===== config.mk =====
export PLATFORM = sky130hd
export DESIGN_NAME = tea_decrypt_sequencer
export DESIGN_NICKNAME = d
export VERILOG_FILES = /design/src/rtl/tea_decrypt_sequencer.sv
export SDC_FILE = /design/constraint.sdc
export NUM_CORES = 1
export LEC_CHECK = 0
export CAP_MARGIN = 10
export CORE_MARGIN = 10
export CORE_UTILIZATION = 60
export DETAILED_ROUTE_END_ITERATION = 10
export HOLD_SLACK_MARGIN = 0.12
export PLACE_DENSITY = 0.86
export RECOVER_POWER = 50
export SLEW_MARGIN = 20
export SYNTH_ARGS = -nofsm -noshare
export SYNTH_HDL_FRONTEND = slang
export SYNTH_SLANG_ARGS = --single-unit

===== constraint.sdc =====
create_clock -name clk -period 13.8 [get_ports clk]
set_input_delay 4.14 -clock clk [delete_from_list [all_inputs] [get_ports clk]]
set_output_delay 4.14 -clock clk [all_outputs]
set_load 0.03 [all_outputs]

===== src/rtl/tea_decrypt_sequencer.sv =====
// Iterative TEA block engine: one round per clock on a single datapath, ROUNDS+1 cycles from accept to out_valid.
// Holds the plaintext in DONE until out_ready; in_ready only in IDLE. TEA_ENCRYPT_EN adds a mode port for encryption.
module tea_decrypt_sequencer #(
   parameter int          ROUNDS = 32,
   parameter logic [31:0] DELTA  = 32'h9E3779B9
) (
   input  logic          clk,
   input  logic          rst,
   input  logic          in_valid,
   output logic          in_ready,
   input  logic [63:0]   in_data,
   input  logic [127:0]  in_key,
`ifdef TEA_ENCRYPT_EN
   input  logic          mode,
`endif
   output logic          out_valid,
   input  logic          out_ready,
   output logic [63:0]   out_data,
   output logic          busy
);

   localparam logic [31:0] START_SUM = 32'(ROUNDS) * DELTA;
   localparam int          CW        = $clog2(ROUNDS) + 1;
   localparam logic [CW-1:0] LAST    = CW'(ROUNDS - 1);

   typedef enum logic [1:0] {IDLE, RUN, DONE} state_t;

   state_t          state;
   state_t          state_nxt;
   logic [31:0]     hi;
   logic [31:0]     lo;
   logic [31:0]     sum;
   logic [127:0]    key;
   logic [CW-1:0]   rnd;
   logic            enc;

   logic [31:0]     k0, k1, k2, k3;
   logic [31:0]     dec_lo, dec_hi;
   logic [31:0]     enc_hi, enc_lo;
   logic [31:0]     sum_inc;
   logic [31:0]     rnd_hi, rnd_lo, sum_nxt;
   logic            accept;
   logic            last;

   function automatic logic [31:0] mix(input logic [31:0] v, input logic [31:0] s,
                                       input logic [31:0] ka, input logic [31:0] kb);
      return ((v << 4) + ka) ^ (v + s) ^ ((v >> 5) + kb);
   endfunction

   assign k0     = key[127:96];
   assign k1     = key[95:64];
   assign k2     = key[63:32];
   assign k3     = key[31:0];
   assign accept = in_valid & in_ready;
   assign last   = (rnd == LAST);

   // Decrypt updates the low word first and feeds it straight into the high-word update.
   always_comb begin
      dec_lo  = lo - mix(hi, sum, k2, k3);
      dec_hi  = hi - mix(dec_lo, sum, k0, k1);
      sum_inc = sum + DELTA;
      enc_hi  = hi + mix(lo, sum_inc, k0, k1);
      enc_lo  = lo + mix(enc_hi, sum_inc, k2, k3);
   end

   always_comb begin
      rnd_hi  = dec_hi;
      rnd_lo  = dec_lo;
      sum_nxt = sum - DELTA;
      if (enc) begin
         rnd_hi  = enc_hi;
         rnd_lo  = enc_lo;
         sum_nxt = sum_inc;
      end
   end

   always_ff @(posedge clk) begin
      if (rst) begin
         state <= IDLE;
      end else begin
         state <= state_nxt;
      end
   end

   always_comb begin
      state_nxt = state;
      case (state)
         IDLE:    if (accept) state_nxt = RUN;
         RUN:     if (last) state_nxt = DONE;
         DONE:    if (out_ready) state_nxt = IDLE;
         default: state_nxt = IDLE;
      endcase
   end

   always_comb begin
      in_ready  = (state == IDLE);
      out_valid = (state == DONE);
      busy      = (state != IDLE);
   end

   always_ff @(posedge clk) begin
      if (rst) begin
         hi  <= '0;
         lo  <= '0;
         sum <= '0;
         key <= '0;
         rnd <= '0;
         enc <= 1'b0;
      end else if (accept) begin
         hi  <= in_data[63:32];
         lo  <= in_data[31:0];
         key <= in_key;
         rnd <= '0;
`ifdef TEA_ENCRYPT_EN
         enc <= mode;
         sum <= mode ? 32'h0 : START_SUM;
`else
         enc <= 1'b0;
         sum <= START_SUM;
`endif
      end else if (state == RUN) begin
         hi  <= rnd_hi;
         lo  <= rnd_lo;
         sum <= sum_nxt;
         rnd <= rnd + CW'(1);
      end
   end

   assign out_data = {hi, lo};

endmodule


==> metrics <==
CTS tree=built; max frequency=100 MHz; Min Clock Period, post-route=9980 ps; Clock Latency Late Sink=570 ps; post-synth cell types=76; setup violators final=0; CP required=14120 ps; syn nets=3064; fin nets=3279; crit end category=flop; global-route wire length before repair=108 mm; Final Hold Violating Endpoints=0; cell with the most instances after synthesis=nand2_1; fraction of layout cells with a size suffix above 1=3.05%; synth warn=0; most common library cells after synthesis=422 x nand2_1, 376 x a21oi_1, 288 x xnor2_1; Synth Area in XOR/XNOR=16.6%; Placer Congestion=1.02; Synth Area in Simple Gates=16.0%; multiplexer share of the synthesized area=0.243%; critical path type=reg2reg; CTS sink count=232; unrepaired setup endpoints after global routing=no; Post-Synth Adder-Cell Area=15.5%; Worst-Margin Slew=3470 ps; # port buffers=262; area fraction of the dominant cell type after synthesis=22.5%; clock root buffer master=clkbuf_16; Synth Instances=2617; cts hold-fix bufs=0; CP Launch Type=flop; Post-CTS Resized=0; DR iter-0 viols=1868; post-synth top area cell=dfxtp_1; register area share after synthesis=22.5%; largest net degree at the start of global routing=112; crit-path leading delay family=compound AO/OA/AOI/OAI gates; main combinational cell family by area after synthesis=compound AO/OA/AOI/OAI gates; most used cell along the critical path=a21o_1; GRT Overall Usage=31.7%; Die Ht=205 um; Critical Path AT=10300 ps; Post-synth ARST share=0%; post-route clock period utilization=72.3%; worst-path fanout max=6; Slew Viols, Final=221; critical path's slowest cell=a2111oi_0; Worst slew margin=-131%; routed via count=20600; final setup TNS=0 ps; WL final=69.6 mm; first drt pass iteration count=6; met2 routed WL=30.4 mm; Synth Area in Compound Gates=26.4%; status=finished with violations; max-cap viol count=3; Synth Area per Inst=7.87 um2; total CTS buffers=27; CTS Buffer Depth=3; clk_skew=12.8 ps; Max stage delay on crit path=440 ps; Initial Utilization=61.1%; Top Layer Used=met4; WP buf/inv=0; Main synth FF type=dfxtp_1; drt drc=0; synth-to-layout area growth=18.9%; wire length on met1=31.1 mm; Seq cells post-synth=232; number of flops mapped to enable cells by yosys=0; WL/cell=21.1 um; H-tree levels=1; chip width=205 um; antenna violations before repair=0; met3 wire length=6.77 mm; # diodes=0; vias in the first global route=19700; core area=0.0337 mm2; DIE AREA=0.0421 mm2; I/O pin count=263; clock-pin slew on the worst setup and hold paths=60 ps; GRT overflow=0; row cnt=67; hold crit path type=reg2reg; via-per-instance ratio=6.23; detailed placement HPWL=54.6 mm; violated checks=capacitance limit, slew limit; Post-Syn Area=0.0206 mm2; Area contributors post-synth=dfxtp_1 23%, ha_1 15%, xnor2_1 12%; Antenna Violating Nets Remaining=0; setup bufs post-CTS=0
## cell usage in the layout (no fill, tap or decap), drive strengths merged, types with 34 or more instances in the layout
cell / instances
nand2: 422
a21oi: 379
xnor2: 289
ha: 243
dfxtp: 232
clkdlybuf4s50: 214
a21o: 119
o21ai: 110
nor2: 107
xor2: 86
inv: 65
a22oi: 49
dlygate4sd3: 47
nand3: 42
clkbuf: 36
o21bai: 34
## routing by layer
layer  up-vias  track usage (%)
li1       9800                -
met5         -                0
met2       944             49.1
met3       108             5.24
met4         0             6.75
met1      9699             45.3
## stage by stage
stage               cell area, um2  setup slack (ps)  hold slack (ps)  utilization [%]  instances
floorplan                    20600              5530              440                -       2617
global placement             23600              4570              449             69.9       3251
detailed placement           23600              4220              454             69.9       3251
CTS                          24500              4190              467             72.7       3297
global route                 24500              3150              481             72.7       3297
finish                       24500              3820              466             72.7       3297
## tightest hold or removal path: cells and delay by family (launching register included)
kind               cells  cell delay (ps)
DFF                    1              310
and+or+nand+nor        1               50
AOI/OAI and AO/OA      1               50
## flip-flops by register name (all words and copies together) (netlist names)
signal and flops:
sum 32, state 2, lo 32, rnd 6, key 128, hi 32
## cell families after synthesis
| logic type | Yosys count |
|---|---|
| flops | 232 |
| fa+ha+maj | 251 |
| xor+xnor | 381 |
| mux | 5 |
| compound gates | 857 |
| buf+inv | 147 |
| simple gates | 744 |
## final timing paths
kind | depth (start not counted) | end | from | slack (ps)
max | 41 | hi[31] | hi[5] | 3820
min reg2reg | 2 | key[105] | key[105] | 470
max reg2reg | 41 | hi[31] | hi[5] | 3820
min | 2 | key[105] | key[105] | 470
## final cells by class
cell class	count	area, um2
multi-input combinational	2238	15400
tap	448	561
sequential	232	4640
timing repair buffer	270	2670
fill	2676	9210
inverter	63	236
clock buffer	33	748
clock inverter	13	200
Power is not shown: default switching activity piles up to over one toggle a cycle in this logic, so the estimate is an artifact.
